$ cat config.mk
export PLATFORM = sky130hd
export DESIGN_NAME = mux_scan_sampler
export DESIGN_NICKNAME = d
export VERILOG_FILES = /design/src/rtl/mux_scan_sampler_pkg.sv /design/src/rtl/mux_scan_sampler_scan_next_ch.sv /design/src/rtl/mux_scan_sampler.sv
export SDC_FILE = /design/constraint.sdc
export NUM_CORES = 1
export LEC_CHECK = 0
export CAP_MARGIN = 20
export CORE_MARGIN = 3
export CORE_UTILIZATION = 29
export CTS_CLUSTER_SIZE = 16
export DETAILED_ROUTE_END_ITERATION = 7
export PLACE_DENSITY = 0.54
export SETUP_SLACK_MARGIN = 0.5
export SLEW_MARGIN = 20
export SYNTH_ARGS = -nofsm -noshare
export SYNTH_HDL_FRONTEND = slang
export SYNTH_SLANG_ARGS = --single-unit
export TNS_END_PERCENT = 30
$ cat constraint.sdc
create_clock -name clk -period 4.33 [get_ports clk]
set_input_delay 0.866 -clock clk [delete_from_list [all_inputs] [get_ports clk]]
set_output_delay 0.866 -clock clk [all_outputs]
set_load 0.005 [all_outputs]
$ cat src/rtl/mux_scan_sampler_pkg.sv
// Shared definitions for the mux scan sampler: channel count, select width
// and the sequencer state encoding.
package mux_scan_sampler_pkg;

  localparam int NUM_CH = 4;
  localparam int SEL_W  = 2;

  typedef enum logic [1:0] {
    ST_IDLE  = 2'd0,
    ST_DWELL = 2'd1,
    ST_DONE  = 2'd2
  } state_e;

endpackage : mux_scan_sampler_pkg

$ cat src/rtl/mux_scan_sampler_scan_next_ch.sv
// Priority finder: returns the lowest set channel of mask_i strictly above
// sel_i (or the lowest set channel overall when first_i is high), plus a
// last flag that is high when no such channel exists.
module scan_next_ch
  import mux_scan_sampler_pkg::*;
(
  input  logic [NUM_CH-1:0] mask_i,
  input  logic [SEL_W-1:0]  sel_i,
  input  logic              first_i,
  output logic [SEL_W-1:0]  next_ch_o,
  output logic              last_o
);

  logic hit_s;

  // Scan from the top channel down so the lowest qualifying channel wins.
  always_comb begin
    next_ch_o = {SEL_W{1'b0}};
    last_o    = 1'b1;
    hit_s     = 1'b0;
    for (int i = NUM_CH - 1; i >= 0; i--) begin
      hit_s     = mask_i[i] & (first_i | (i > int'(sel_i)));
      next_ch_o = hit_s ? SEL_W'(i) : next_ch_o;
      last_o    = last_o & ~hit_s;
    end
  end

endmodule : scan_next_ch

$ cat src/rtl/mux_scan_sampler.sv
// Scan sequencer around a 4:1 enabled mux: walks the masked channels in
// ascending order, holds each for DWELL cycles, samples the mux output on
// the last dwell cycle and publishes the 4-bit snapshot with a done pulse.
module mux_scan_sampler
  import mux_scan_sampler_pkg::*;
#(
  parameter int DWELL = 2,
  parameter int CNT_W = 8
) (
  input  logic              clk,
  input  logic              rst_n,
  input  logic              start,
  input  logic              abort,
  input  logic [NUM_CH-1:0] mask,
  output logic [SEL_W-1:0]  sel_o,
  output logic              en_o,
  input  logic              y_i,
  output logic              busy,
  output logic              done,
  output logic [NUM_CH-1:0] data_o
);

  localparam logic [CNT_W-1:0] DWELL_LOAD = CNT_W'(DWELL - 1);

  state_e              state_q;
  logic [SEL_W-1:0]    sel_q;
  logic                en_q;
  logic                busy_q;
  logic                done_q;
  logic [NUM_CH-1:0]   data_q;
  logic [NUM_CH-1:0]   mask_q;
  logic [NUM_CH-1:0]   shadow_q;
  logic [CNT_W-1:0]    cnt_q;

  logic [NUM_CH-1:0]   shadow_d;
  logic [NUM_CH-1:0]   scan_mask_s;
  logic                first_s;
  logic [SEL_W-1:0]    nxt_ch_s;
  logic                last_s;

  // In IDLE the finder looks at the live mask to pick the first channel;
  // during a scan it walks the latched copy so input changes are ignored.
  always_comb begin
    first_s     = (state_q == ST_IDLE);
    scan_mask_s = first_s ? mask : mask_q;
  end

  scan_next_ch u_next_ch (
    .mask_i    (scan_mask_s),
    .sel_i     (sel_q),
    .first_i   (first_s),
    .next_ch_o (nxt_ch_s),
    .last_o    (last_s)
  );

  // Shadow value including the bit sampled from the mux this cycle.
  always_comb begin
    shadow_d        = shadow_q;
    shadow_d[sel_q] = y_i;
  end

  // Sequencer FSM with all mux-facing and downstream outputs registered.
  always_ff @(posedge clk or negedge rst_n) begin
    if (!rst_n) begin
      state_q  <= ST_IDLE;
      sel_q    <= {SEL_W{1'b0}};
      en_q     <= 1'b0;
      busy_q   <= 1'b0;
      done_q   <= 1'b0;
      data_q   <= {NUM_CH{1'b0}};
      mask_q   <= {NUM_CH{1'b0}};
      shadow_q <= {NUM_CH{1'b0}};
      cnt_q    <= {CNT_W{1'b0}};
    end else begin
      done_q <= 1'b0;
      case (state_q)
        ST_IDLE: begin
          en_q   <= 1'b0;
          sel_q  <= {SEL_W{1'b0}};
          busy_q <= 1'b0;
          if (start) begin
            mask_q   <= mask;
            shadow_q <= {NUM_CH{1'b0}};
            if (mask != {NUM_CH{1'b0}}) begin
              state_q <= ST_DWELL;
              sel_q   <= nxt_ch_s;
              cnt_q   <= DWELL_LOAD;
              en_q    <= 1'b1;
              busy_q  <= 1'b1;
            end else begin
              // Empty mask: publish an all-zero snapshot straight away.
              state_q <= ST_DONE;
              done_q  <= 1'b1;
              data_q  <= {NUM_CH{1'b0}};
            end
          end else begin
            state_q <= ST_IDLE;
          end
        end

        ST_DWELL: begin
          if (abort) begin
            // Cancel wins over a same-cycle sample; snapshot is left intact.
            state_q <= ST_IDLE;
            en_q    <= 1'b0;
            busy_q  <= 1'b0;
            sel_q   <= {SEL_W{1'b0}};
          end else if (cnt_q == {CNT_W{1'b0}}) begin
            shadow_q <= shadow_d;
            if (!last_s) begin
              // Move straight to the next channel with no idle gap.
              sel_q <= nxt_ch_s;
              cnt_q <= DWELL_LOAD;
            end else begin
              state_q <= ST_DONE;
              en_q    <= 1'b0;
              busy_q  <= 1'b0;
              sel_q   <= {SEL_W{1'b0}};
              done_q  <= 1'b1;
              data_q  <= shadow_d;
            end
          end else begin
            cnt_q <= cnt_q - CNT_W'(1);
          end
        end

        ST_DONE: begin
          state_q <= ST_IDLE;
          en_q    <= 1'b0;
          busy_q  <= 1'b0;
          sel_q   <= {SEL_W{1'b0}};
        end

        default: begin
          state_q <= ST_IDLE;
          en_q    <= 1'b0;
          busy_q  <= 1'b0;
          sel_q   <= {SEL_W{1'b0}};
        end
      endcase
    end
  end

  assign sel_o  = sel_q;
  assign en_o   = en_q;
  assign busy   = busy_q;
  assign done   = done_q;
  assign data_o = data_q;

endmodule : mux_scan_sampler

==> results of run 1 <==
[registers in the layout, summed over array words and instances, names as in the netlist]
name and flops:
sel_o 2, state_q 2, cnt_q 8, done 1, mask_q 3, shadow_q 4, data_o 4, busy 1
[cells by family (layout without fill, tap and decap cells)]
group / count (synthesis) / count (layout)
compound gates: 31 / 31
fa+ha+maj: 2 / 2
buf+inv: 11 / 27
flops: 25 / 25
mux: 14 / 14
simple gates: 51 / 51
[cell type report]
cell class              count  area, um^2
clock buffers               3       41.29
clock inverters             1       5.005
fillers                   466        2820
inverters                   6       22.52
multi-input cells          98       699.4
flip-flops and latches     25       625.6
well taps                  52       65.06
repair buffers             17       165.2
[tightest hold or removal path, delay by kind of cell, from the launching register on]
family | cells | cell delay [ns]
DFF | 1 | 0.35
and+or+nand+nor | 1 | 0.05
AOI/OAI and AO/OA | 1 | 0.05
[worst paths after layout]
kind | start | end | slack (ns) | cells after the start
hold / removal | shadow_q[3] | shadow_q[3] | 0.48 | 2
hold reg to reg | shadow_q[3] | shadow_q[3] | 0.48 | 2
setup / recovery | start | sel_o[1] | 1.64 | 6
max in group asynchronous | rst_n | sel_o[1] | 3.37 | 1
min in group asynchronous | rst_n | mask_q[2] | 0.58 | 1
setup reg to reg | cnt_q[4] | cnt_q[0] | 1.86 | 5
[cells in the final DEF (no fill, tap or decap), types with 2 or more instances in the layout]
master                            count
sky130_fd_sc_hd__a21oi_1              5
sky130_fd_sc_hd__ha_1                 2
sky130_fd_sc_hd__o32ai_1              3
sky130_fd_sc_hd__nand2_1             16
sky130_fd_sc_hd__mux2i_1              9
sky130_fd_sc_hd__clkdlybuf4s50_1     16
sky130_fd_sc_hd__o31ai_1              5
sky130_fd_sc_hd__nor4_1               5
sky130_fd_sc_hd__o22ai_1              4
sky130_fd_sc_hd__clkbuf_8             3
sky130_fd_sc_hd__nor2_1               8
sky130_fd_sc_hd__nor3_1               3
sky130_fd_sc_hd__dfrtp_1             25
sky130_fd_sc_hd__nor2b_1              2
sky130_fd_sc_hd__inv_1                6
sky130_fd_sc_hd__mux2_2               4
sky130_fd_sc_hd__nand2b_1             6
[report_power, final]
part	total (mW)	internal (mW)	leakage, nW	switching, mW
sequential	0.397	0.311	0.328	0.0858
combinational	0.446	0.217	0.370	0.228
clock	0.137	0.0642	0.0255	0.0730
[per-layer routing]
| metal | global-route usage, % | part of all wire, % | vias to the layer above |
|---|---|---|---|
| met5 | 0 | 0 | - |
| met4 | 2.964 | 0.81 | 0 |
| met3 | 1.469 | 2.7 | 2 |
| li1 | - | - | 525 |
| met1 | 16.28 | 47 | 538 |
| met2 | 18.93 | 50 | 22 |
==> flow_metrics.env, run 1 <==
export IMPL_timing_hold_ws_ns=0.4832
export IMPL_synth_top_cell_by_area="sky130_fd_sc_hd__dfrtp_1"
export IMPL_worstSetupEndpointType="flip-flop"
export IMPL_rsz0062_at_grt="false"
export IMPL_tritoncts_num_buffers=3
export IMPL_start_kind="primary input"
export IMPL_worst_slew_pin_transition_ns=0.6435
export IMPL_worst_path_max_fanout=7
export IMPL_critPathMaxStageDelay_ns=0.46
export IMPL_synthTopCellsByCount="sky130_fd_sc_hd__dfrtp_1 (25), sky130_fd_sc_hd__nand2_1 (16), sky130_fd_sc_hd__mux2i_1 (9)"
export IMPL_crit_path_cell_trace="clkdlybuf4s50_1 -> nor3b_2 -> nor2b_1 -> nand2b_1 -> a2111oi_0 -> mux2_2"
export IMPL_finalSetupViolCount=0
export IMPL_cts_setup_buffers=0
export IMPL_synth_ff_type="sky130_fd_sc_hd__dfrtp_1"
export IMPL_synth_enable_flop_cells=0
export IMPL_drt_first_iter_violations=88
export IMPL_synth_simple_area_share_pct=21.28
export IMPL_final_design_area_no_fill_mm2=0.001624
export IMPL_synth_yosys_warnings=0
export IMPL_worst_endpoint_arrival_ns=2.89
export IMPL_seq_area_frac_synth_pct=45.66
export IMPL_detail_route_drc_violations=0
export IMPL_cell_types_occupying_the_most_area_after_synthesis="sky130_fd_sc_hd__dfrtp_1 (46%), sky130_fd_sc_hd__mux2i_1 (6.6%), sky130_fd_sc_hd__nand2_1 (4.4%), sky130_fd_sc_hd__mux2_2 (3.3%), sky130_fd_sc_hd__nand2b_1 (2.7%)"
export IMPL_placement_setup_worst_slack_ns=1.321
export IMPL_routed_wire_per_std_cell_um=15.30
export IMPL_synth_largest_type_area_fraction_pct=45.66
export IMPL_worst_setup_path_type="in -> reg"
export IMPL_synthArstFlopShare_pct=100.0
export IMPL_combinational_family_with_the_most_area_after_synthesis="simple AND/OR/NAND/NOR gates"
export IMPL_ant_nets=0
export IMPL_finalCritPeriodShare_pct=62.06
export IMPL_power_density_relative_to_cell_area_mw_per_mm2=603.5
export IMPL_cts_root_buf="sky130_fd_sc_hd__clkbuf_8"
export IMPL_cts_hold_buffers=0
export IMPL_starting_density_of_the_core_pct=30.83
export IMPL_drv_max_cap_violation_count=0
export IMPL_globalRoute_totalOverflow=0
export IMPL_hold_path_class="reg -> reg"
export IMPL_cpLargestDelayFamily="simple AND/OR/NAND/NOR gates"
export IMPL_postSynthAreaPerCell_um2=10.22
export IMPL_final_hold_violation_count=0
export IMPL_synth_cell_types=44
export IMPL_vias_per_cell=5.381
export IMPL_design_portCount=18
export IMPL_ys_ff_latch=25
export IMPL_die_width_um=74.74
export IMPL_first_pass_grt_wire_length_um=5030
export IMPL_final_util_pct=36.54
export IMPL_postRouteWirelength_um=3091
export IMPL_power_total_mw=0.9801
export IMPL_grt_start_max_net_pins=26
export IMPL_fmax_mhz=372.1
export IMPL_post_synthesis_instance_area_mm2=0.001370
export IMPL_gates_resized_cts_repair=0
export IMPL_cts_htree_levels=1
export IMPL_syn_num_nets=145
export IMPL_grt_antenna_before_repair=0
export IMPL_port_buffers=17
export IMPL_slew_headroom_pct=56.94
export IMPL_core_area_mm2=0.004444
export IMPL_multiplexer_fraction_of_the_synthesized_cell_area_pct=10.96
export IMPL_clk_pin_slew_worst_paths_ns=0.09
export IMPL_final_net_count=162
export IMPL_n_antenna_cell=0
export IMPL_yosys_area_share_adder_pct=1.826
export IMPL_status="completed"
export IMPL_finalWorstSetupSlack_ns=1.643
export IMPL_routed_via_count=1087
export IMPL_slowest_stage="sky130_fd_sc_hd__nor2b_1"
export IMPL_numPlacedInstances=198
export IMPL_synth_most_common_cell="sky130_fd_sc_hd__dfrtp_1"
export IMPL_final_setup_tns_ns=0
export IMPL_die_area_mm2=0.005585
export IMPL_final_count_of_pins_violating_max_slew=0
export IMPL_static_leakage_power_nw=0.7237
export IMPL_synth_instances=134
export IMPL_globalRouteTotalUtil_pct=11.58
export IMPL_rows=24
export IMPL_drt_pass1_iter_count=4
export IMPL_clk_buf_depth=2
export IMPL_ir_worst_vdd_mv=0.1528
export IMPL_final_min_clock_period_ns=2.687
export IMPL_floorplan_die_height_um=74.74
export IMPL_place_area_mm2=0.001583
export IMPL_area_delta_synth_final_pct=18.54
export IMPL_worst_skew_pair_late_latency_ns=0.26
export IMPL_final_non_filler_cells=202
export IMPL_tritoncts="built"
export IMPL_area_fraction_in_compound_gates_after_synthesis_pct=16.99
export IMPL_synth_xor_xnor_area_share_pct=0
export IMPL_post_detail_place_hpwl_um=2275
export IMPL_vias_in_the_first_global_route=1050
export IMPL_worst_clock_skew_ns=0.001931
export IMPL_post_route_cells_drive_above_1_share_pct=12.00
export IMPL_worst_ep_required_time_ns=4.54
export IMPL_crit_buf_inv=1
export IMPL_place_gp_congestion=0.8014
export IMPL_clock_sink_count=25
(Power assumes the default switching activity.)
==> run 2, diff against run 1 <==
Settings changed: PLACE_DENSITY 0.54 to 0.56.
Clock period 4.33 ns to 2.45 ns, I/O delays scaled along.
==> run 2 against run 1 <==
- largest cell class unchanged
- cell count up 13%
- worst setup slack worse by 1.2 ns
- worst hold slack lost 0.0011 ns
- sequential share of layout area fell by 6.0 points
- non-clock buffer count rose by 26
- sequential cell count unchanged
- critical endpoint unchanged
- die area did not move
==> flow_metrics.env, run 2 (same netlist as run 1, synthesis figures left out) <==
export IMPL_status="completed"
export IMPL_area_delta_synth_final_pct=40.46
export IMPL_cts_htree_levels=1
export IMPL_hold_path_class="reg -> reg"
export IMPL_floorplan_die_height_um=74.74
export IMPL_critPathMaxStageDelay_ns=0.45
export IMPL_core_area_mm2=0.004444
export IMPL_final_count_of_pins_violating_max_slew=0
export IMPL_finalCritPeriodShare_pct=81.35
export IMPL_globalRoute_totalOverflow=0
export IMPL_final_design_area_no_fill_mm2=0.001924
export IMPL_place_area_mm2=0.001655
export IMPL_clk_pin_slew_worst_paths_ns=0.09
export IMPL_drt_first_iter_violations=81
export IMPL_grt_antenna_before_repair=0
export IMPL_ant_nets=0
export IMPL_power_total_mw=2.136
export IMPL_worst_endpoint_arrival_ns=2.17
export IMPL_final_hold_violation_count=0
export IMPL_tritoncts="built"
export IMPL_globalRouteTotalUtil_pct=12.98
export IMPL_drv_max_cap_violation_count=0
export IMPL_n_antenna_cell=0
export IMPL_rsz0062_at_grt="true"
export IMPL_worst_setup_path_type="reg -> reg"
export IMPL_worst_skew_pair_late_latency_ns=0.28
export IMPL_place_gp_congestion=0.7910
export IMPL_crit_path_cell_trace="or3_4 -> or4_4 -> buf_4 -> nand2_2 -> mux2_2"
export IMPL_routed_via_count=1182
export IMPL_postRouteWirelength_um=3549
export IMPL_register_containing_the_most_flip_flops_in_the_final_layout="cnt_q"
export IMPL_cts_hold_buffers=0
export IMPL_routed_wire_per_std_cell_um=15.57
export IMPL_final_min_clock_period_ns=1.993
export IMPL_largest_register_ffs=8
export IMPL_start_kind="flip-flop"
export IMPL_clk_buf_depth=2
export IMPL_cts_root_buf="sky130_fd_sc_hd__clkbuf_8"
export IMPL_worst_clock_skew_ns=0.01215
export IMPL_rows=24
export IMPL_first_pass_grt_wire_length_um=5506
export IMPL_worst_ep_required_time_ns=2.63
export IMPL_slowest_stage="sky130_fd_sc_hd__or4_4"
export IMPL_vias_in_the_first_global_route=1161
export IMPL_design_portCount=18
export IMPL_die_width_um=74.74
export IMPL_final_common_cell="sky130_fd_sc_hd__dfrtp_1"
export IMPL_fmax_mhz=501.7
export IMPL_r2r_slack_ns=0.46
export IMPL_worstSetupEndpointType="flip-flop"
export IMPL_ir_worst_vdd_mv=0.3477
export IMPL_final_setup_tns_ns=0
export IMPL_grt_start_max_net_pins=26
export IMPL_final_net_count=188
export IMPL_worst_slew_pin_transition_ns=0.6038
export IMPL_timing_hold_ws_ns=0.4822
export IMPL_tritoncts_num_buffers=3
export IMPL_vias_per_cell=5.184
export IMPL_post_detail_place_hpwl_um=2350
export IMPL_detail_route_drc_violations=0
export IMPL_post_route_cells_drive_above_1_share_pct=30.11
export IMPL_die_area_mm2=0.005585
export IMPL_finalSetupViolCount=0
export IMPL_fillers=426
export IMPL_power_density_relative_to_cell_area_mw_per_mm2=1110
export IMPL_clock_sink_count=25
export IMPL_starting_density_of_the_core_pct=30.83
export IMPL_slew_headroom_pct=59.37
export IMPL_static_leakage_power_nw=0.8731
export IMPL_drt_pass1_iter_count=4
export IMPL_most_common_layout_cells="sky130_fd_sc_hd__dfrtp_1 (25), sky130_fd_sc_hd__buf_4 (24), sky130_fd_sc_hd__clkdlybuf4s50_1 (16), sky130_fd_sc_hd__nand2_1 (15), sky130_fd_sc_hd__mux2i_1 (9)"
export IMPL_port_buffers=17
export IMPL_worst_path_max_fanout=4
run 2: cell count changes in the layout (fill, tap and decap cells not counted), moves of 2 or more:
| cell | previous run | this run |
|---|---|---|
| sky130_fd_sc_hd__buf_4 | 0 | 24 |
| sky130_fd_sc_hd__buf_6 | 0 | 2 |
| sky130_fd_sc_hd__inv_1 | 6 | 4 |
| sky130_fd_sc_hd__inv_2 | 0 | 2 |
| sky130_fd_sc_hd__o32ai_1 | 3 | 1 |
run 2: final cells by class:
cell class	instances	area, um^2	area share (%)
tap	52	65.06	3.381
multi-input combinational	98	790.8	41.09
timing repair buffer	43	375.4	19.51
clock buffer	4	45.04	2.341
sequential	25	625.6	32.51
inverter	6	22.52	1.170
run 2: path summary, 6_finish.rpt:
| kind | from | endpoint | cells past startpoint |
|---|---|---|---|
| min | shadow_q[2] | shadow_q[2] | 2 |
| max in group asynchronous | rst_n | done | 2 |
| min in group asynchronous | rst_n | cnt_q[0] | 2 |
| min reg2reg | shadow_q[2] | shadow_q[2] | 2 |
| max reg2reg | cnt_q[4] | sel_o[1] | 5 |
| max | cnt_q[4] | sel_o[1] | 5 |
run 2: critical path: cells and delay by family, from the launching register on:
kind | cells | cell delay (ns)
buffers and inverters | 1 | 0.18
DFF | 1 | 0.39
muxes | 1 | 0.34
and+or+nand+nor | 3 | 0.97
run 2: report_power, final:
part,internal (mW),leakage (nW),switching (mW)
Sequential,0.550,0.328,0.145
Clock,0.117,0.0228,0.138
Combinational,0.650,0.522,0.537
run 2: through the flow:
stage / setup WS, ns / util (%) / instances
finish: 0.4569 / 43.30 / 228
global route: 0.3717 / 43.30 / 228
CTS: 0.3291 / 40.15 / 216
detailed placement: 0.01955 / 37.25 / 206
global placement: 0.05292 / 37.25 / 206
floorplan: 0.4377 / - / 134
run 2: timing repair:
action / in CTS / in global routing
setup endpoints to repair: 21 / 22
cloned: 0 / 0
hold endpoints to repair: 0 / 0
pin swaps: 5 / 7
setup buffers: 6 / 12
gates resized for setup: 7 / 8
run 2: layer usage:
layer | track usage, % | part of all wire (%) | vias up | routed length (um)
met5 | 0 | 0 | - | 0
met4 | 6.522 | 1.9 | 0 | 66
met3 | 1.736 | 1.8 | 5 | 65
met2 | 19.90 | 51 | 23 | 1798
met1 | 17.90 | 46 | 577 | 1618
li1 | - | - | 577 | -
==> run 3, diff against run 2 <==
Settings changed: PLACE_DENSITY 0.56 to 0.54.
Clock period 2.45 ns to 2 ns, I/O delays scaled along.
==> run 3 against run 2 <==
- the flow now finishes with violations (negative setup slack)
- worst setup slack got worse by 0.49 ns
- critical path depth rose by 1
- cell area rose by 4.6%
- non-clock buffer count rose by 8
- first-iteration DRC count rose by 100%
- register-to-register slack got worse by 0.49 ns
- power rose by 21%
- die area did not move
- combinational power rose by 24%
- highest routed layer unchanged
==> flow_metrics.env, run 3 (same netlist as run 1, synthesis figures left out) <==
export IMPL_seq_area_um2=625.6
export IMPL_design_portCount=18
export IMPL_most_common_layout_cells="sky130_fd_sc_hd__buf_4 (31), sky130_fd_sc_hd__dfrtp_1 (25), sky130_fd_sc_hd__nand2_1 (15), sky130_fd_sc_hd__clkdlybuf4s50_1 (10), sky130_fd_sc_hd__mux2i_1 (9)"
export IMPL_cts_hold_buffers=0
export IMPL_worst_endpoint_arrival_ns=2.19
export IMPL_routed_wire_per_std_cell_um=14.96
export IMPL_grt_antenna_before_repair=0
export IMPL_starting_density_of_the_core_pct=30.83
export IMPL_core_area_mm2=0.004444
export IMPL_final_hold_violation_count=0
export IMPL_r2r_slack_ns=-0.03
export IMPL_ir_worst_vdd_mv=0.2859
export IMPL_area_delta_synth_final_pct=46.85
export IMPL_clockPowerShare_pct=11.9
export IMPL_globalRoute_totalOverflow=0
export IMPL_register_containing_the_most_flip_flops_in_the_final_layout="cnt_q"
export IMPL_routed_via_count=1202
export IMPL_fmax_mhz=492.0
export IMPL_crit_buf_inv=1
export IMPL_fillers=427
export IMPL_slew_headroom_pct=64.13
export IMPL_start_kind="flip-flop"
export IMPL_violations_in_the_final_reports="negative setup slack"
export IMPL_final_setup_tns_ns=-0.04237
export IMPL_static_leakage_power_nw=0.9370
export IMPL_die_area_mm2=0.005585
export IMPL_floorplan_die_height_um=74.74
export IMPL_worstSetupEndpointType="flip-flop"
export IMPL_worst_slew_pin_transition_ns=0.5245
export IMPL_drv_max_cap_violation_count=0
export IMPL_largest_register_ffs=8
export IMPL_finalWorstSetupSlack_ns=-0.03242
export IMPL_finalSetupViolCount=3
export IMPL_status="complete, but fails checks"
export IMPL_detail_route_drc_violations=0
export IMPL_internal_power_mw=1.591
export IMPL_tritoncts_num_buffers=3
export IMPL_worst_ep_required_time_ns=2.16
export IMPL_clk_buf_depth=2
export IMPL_slowest_stage="sky130_fd_sc_hd__or4_4"
export IMPL_depth_of_the_critical_timing_path_with_buffers_and_inverters_included=6
export IMPL_ant_nets=0
export IMPL_multi_input_comb_area_um2=813.3
export IMPL_final_common_cell="sky130_fd_sc_hd__buf_4"
export IMPL_worst_skew_pair_late_latency_ns=0.27
export IMPL_die_width_um=74.74
export IMPL_final_net_count=196
export IMPL_worst_path_max_fanout=4
export IMPL_worst_r2r_startpoint="cnt_q[6]"
export IMPL_switchingPower_mw=1.002
export IMPL_vias_per_cell=5.093
export IMPL_hold_path_class="in -> async"
export IMPL_placement_setup_worst_slack_ns=-0.2701
export IMPL_worst_setup_path_type="reg -> reg"
export IMPL_cpLargestDelayFamily="simple AND/OR/NAND/NOR gates"
export IMPL_final_min_clock_period_ns=2.032
export IMPL_ff2ff_path_depth=6
export IMPL_drt_first_iter_violations=162
export IMPL_worst_clock_skew_ns=0.005865
export IMPL_final_util_pct=45.27
export IMPL_grt_start_max_net_pins=26
export IMPL_clk_pin_slew_worst_paths_ns=0.09
export IMPL_place_gp_congestion=0.8802
export IMPL_rows=24
export IMPL_tritoncts="built"
export IMPL_post_route_cells_drive_above_1_share_pct=36.41
export IMPL_netSwitchingFraction_pct=38.65
export IMPL_power_frac_comb_pct=56.5
export IMPL_final_non_filler_cells=236
export IMPL_post_detail_place_hpwl_um=2657
export IMPL_drt_pass1_iter_count=4
export IMPL_part_of_the_power_in_registers_pct=31.6
export IMPL_rsz0062_at_grt="true"
export IMPL_postRouteWirelength_um=3531
export IMPL_globalRouteTotalUtil_pct=13.88
export IMPL_r2r_end="cnt_q[0]"
export IMPL_final_count_of_pins_violating_max_slew=0
export IMPL_power_density_relative_to_cell_area_mw_per_mm2=1289
export IMPL_vias_in_the_first_global_route=1217
export IMPL_first_pass_grt_wire_length_um=5913
export IMPL_crit_path_cell_trace="or3_4 -> or4_4 -> nor4_4 -> buf_6 -> o21bai_4 -> mux2_4"
export IMPL_finalCritPeriodShare_pct=101.6
export IMPL_port_buffers=17
export IMPL_critPathMaxStageDelay_ns=0.45
export IMPL_n_antenna_cell=0
export IMPL_clock_sink_count=25
export IMPL_cts_root_buf="sky130_fd_sc_hd__clkbuf_8"
export IMPL_cts_htree_levels=1
export IMPL_numPlacedInstances=229
-- run 3: cell count changes in the layout (fill, tap and decap cells not counted), sizes merged --
cell	previous run	this run
buf	26	34
clkbuf	4	3
dlymetal6s2s	1	0
clkdlybuf4s50	16	10
dlygate4sd2	0	7
clkinvlp	0	1
-- run 3: power by group through the flow --
stage          logic [mW]  registers, mW  clock network (mW)
6_report             1.47          0.820               0.307
5_1_grt              1.61          0.845               0.344
4_1_cts              1.41          0.819               0.322
3_5_place_dp         1.30          0.828                   0
3_3_place_gp         1.29          0.822                   0
2_1_floorplan       0.736          0.791                   0
-- run 3: repair_timing --
| action | in CTS | in global routing |
|---|---|---|
| setup endpoints to repair | 31 | 24 |
| gates resized for setup | 19 | 7 |
| hold endpoints to repair | 0 | 0 |
| pin swaps | 9 | 2 |
| setup buffers | 2 | 1 |
-- run 3: through the flow --
stage                     area, um^2  power, mW  hold slack, ns
after floorplan                 1383      1.527          0.1044
after global placement          1828      2.110          0.4627
after detailed placement        1828      2.130          0.4734
after CTS                       1956      2.554          0.4962
after global routing            2012      2.795          0.5019
final                           2012      2.593          0.4925
-- run 3: final cells by class --
type                       instances  share of cell area, %
sequential                        25                  31.09
clock buffer                       3                  2.052
timing repair buffer              51                  21.70
tap                               52                  3.234
clock inverter                     1                 0.3731
inverter                           6                  1.119
multi-input combinational         98                  40.42
-- run 3: per-layer routing --
metal	global-route usage, %	up-vias	part of all wire (%)
met5	0	-	0
met4	5.138	0	1.7
met3	2.003	4	1.7
met2	21.46	13	50
met1	19.72	592	47
li1	-	593	-
-- run 3: worst max-delay path by stage --
stage | startpoint | end | slack, ns
finish | cnt_q[6] | cnt_q[0] | -0.03
global route | cnt_q[6] | cnt_q[0] | -0.1
CTS | cnt_q[6] | cnt_q[0] | -0.007
detailed placement | mask[1] | cnt_q[1] | -0.27
global placement | mask[1] | cnt_q[0] | -0.23
floorplan | cnt_q[6] | cnt_q[0] | -0.01
==> patch, RTL diff (flow settings as in run 3) <==
Set the parameter `CNT_W` to 6 (it was 8).
--- a/src/rtl/mux_scan_sampler.sv
+++ b/src/rtl/mux_scan_sampler.sv
@@ -7,3 +7,3 @@
   parameter int DWELL = 2,
-  parameter int CNT_W = 8
+  parameter int CNT_W = 6
 ) (
Function: no difference found for any inputs over 10 cycles, from zero or initial values and one cycle with rst_n low; that may be too few to reach the edited logic, so the function may still have changed.
==> patch against run 3 <==
  * Die area is 3.9% lower
  * Sequential cell count is 2 lower
  * Cell area is 10% lower
  * Setup slack better by 0.32 ns
  * Fmax is 19% higher
  * Utilization is 1.9 points lower
  * Routed wire length is 14% lower
  * Area after synthesis is 4.2% lower
  * Total power is 30% lower
  * Critical path depth stayed put
  * Critical path type unchanged
  * Critical endpoint is now data_o[1]
==> patch: results (changes against run 3) <==
[synthesis]
synth_compound_area_share_pct = 21.7  ; +4.7 points
ys_seq_area_share_pct = 43.9  ; -1.8 points
synth.area.top_cells = dfrtp_1 44%, mux2_2 4.3%, mux2i_1 3.1%, inv_1 2.9%, nand2_1 2.9%
synth_nets = 131  ; -9.7%
synth.area.mux_share_pct = 10.5  ; -0.47 points
synthTopCellsByCount = 23 x dfrtp_1, 10 x inv_1, 10 x nand2_1, 7 x o21ai_0, 6 x a21oi_1
synth_top_family_by_area = compound AO/OA/AOI/OAI gates
synth.avg_cell_area_um2 = 10.8  ; +6.1%
synthAdderAreaFrac_pct = 0.953  ; -0.87 points
synthXorXnorAreaFrac_pct = 0  ; unchanged

[pwr]
intPower_w = 0.00116  ; -27%
p_total_w = 0.00182  ; -30%
pwr-share-comb_pct = 46.3  ; -10 points
vdd_ir_drop_max_mv = 0.363  ; +27%
p_leak_nw = 0.800  ; -15%
p_seq_w = 0.000687  ; -16%

[worst_setup_path]
reg2reg_from = cnt_q[0]
r2r_slack_ns = 0.29  ; +0.32 ns
worst_r2r_endpoint = data_o[1]
r2r_cells = 6  ; unchanged
arrival_ns = 1.87  ; -0.32 ns

[drt]
dr.pass1.iters = 6  ; +2
wire_per_inst_um = 14.4  ; -3.5%
wl_um = 3050  ; -14%
drt-initial-drc-count = 43  ; -73%
vias = 1054  ; -12%

[outcome]
outcome = complete, no violations

[global_routing]
grt_use_total_pct = 11.9  ; -2.0 points
grt_pass1_vias = 1028  ; -16%
grt_start_max_net_pins = 24  ; -7.7%
grt_pass1_wl_um = 4890  ; -17%

[hold_path]
hold_class = input port to asynchronous set/reset pin

[layout]
largest_register = cnt_q
largest_reg_flops = 6  ; -2
drive_gt1_share_pct = 34.2  ; -2.3 points
nNetsFinal = 172  ; -12%

[timing]
finalHoldWorstSlack_ns = 0.482  ; -0.0103 ns
finClkSkew_ns = 0.00349  ; -0.00237 ns
slew_headroom_pct = 75.3  ; +11 points
worst_slew_pin_slew_ns = 0.369  ; -0.156 ns

[cts]
cts-root-buf = clkbuf_8

[placement]
gp_congestion = 0.842  ; -4.4%
place_inst = 198  ; -14%
post_dp_cell_area_um2 = 1640  ; -11%
pre_cts_slack_ns = -0.0294  ; +0.241 ns
dp_hpwl_um = 2220  ; -16%

[patch: changes by cell type in the layout (fill, tap and decap cells not counted), moves of 4 or more]
| cell | run 3 | this run |
|---|---|---|
| inv_1 | 4 | 8 |
| dlygate4sd2_1 | 7 | 1 |
| o21ai_0 | 1 | 7 |
| nand2b_1 | 6 | 1 |
| buf_4 | 31 | 20 |
| clkdlybuf4s50_1 | 10 | 15 |
| mux2i_1 | 9 | 3 |
| nand2_1 | 15 | 9 |
[patch: worst max-delay path by stage]
stage	startpoint	end	slack (ns)	depth (start not counted)
finish	cnt_q[0]	data_o[1]	0.29	6
detailed placement	mask[3]	cnt_q[2]	-0.03	6
global route	cnt_q[1]	shadow_q[3]	0.22	7
CTS	cnt_q[0]	shadow_q[0]	0.28	6
floorplan	cnt_q[0]	data_o[0]	0.26	6
global placement	mask[3]	cnt_q[0]	0.001	5
[patch: what timing repair did]
| item | CTS | global route |
|---|---|---|
| resized for setup | 12 | 4 |
| buffers inserted | 6 | 3 |
| endpoints found under the setup margin | 28 | 30 |
| pin swaps | 7 | 3 |
[patch: final cells by class]
cell class	count	area [µm²]
inverters	10	37.5
multi-input cells	85	743
clock buffers	4	45.0
flip-flops and latches	23	577
well taps	50	62.6
fillers	386	2360
repair buffers	39	344
[patch: layer usage]
metal	vias up	GRT usage, %	part of all wire [%]
met5	-	0	0
met4	0	3.48	1.6
met3	4	3.01	4.5
met2	24	20.0	49
met1	512	15.1	45
li1	514	-	-
[patch: worst max-delay path, stage by stage, from the launching register on]
cell and delay [ns]:
dfrtp_1 0.39, inv_2 0.09, ha_4 0.14, nor3b_4 0.27
and2_4 0.23, o2111ai_4 0.15, mux2_4 0.33
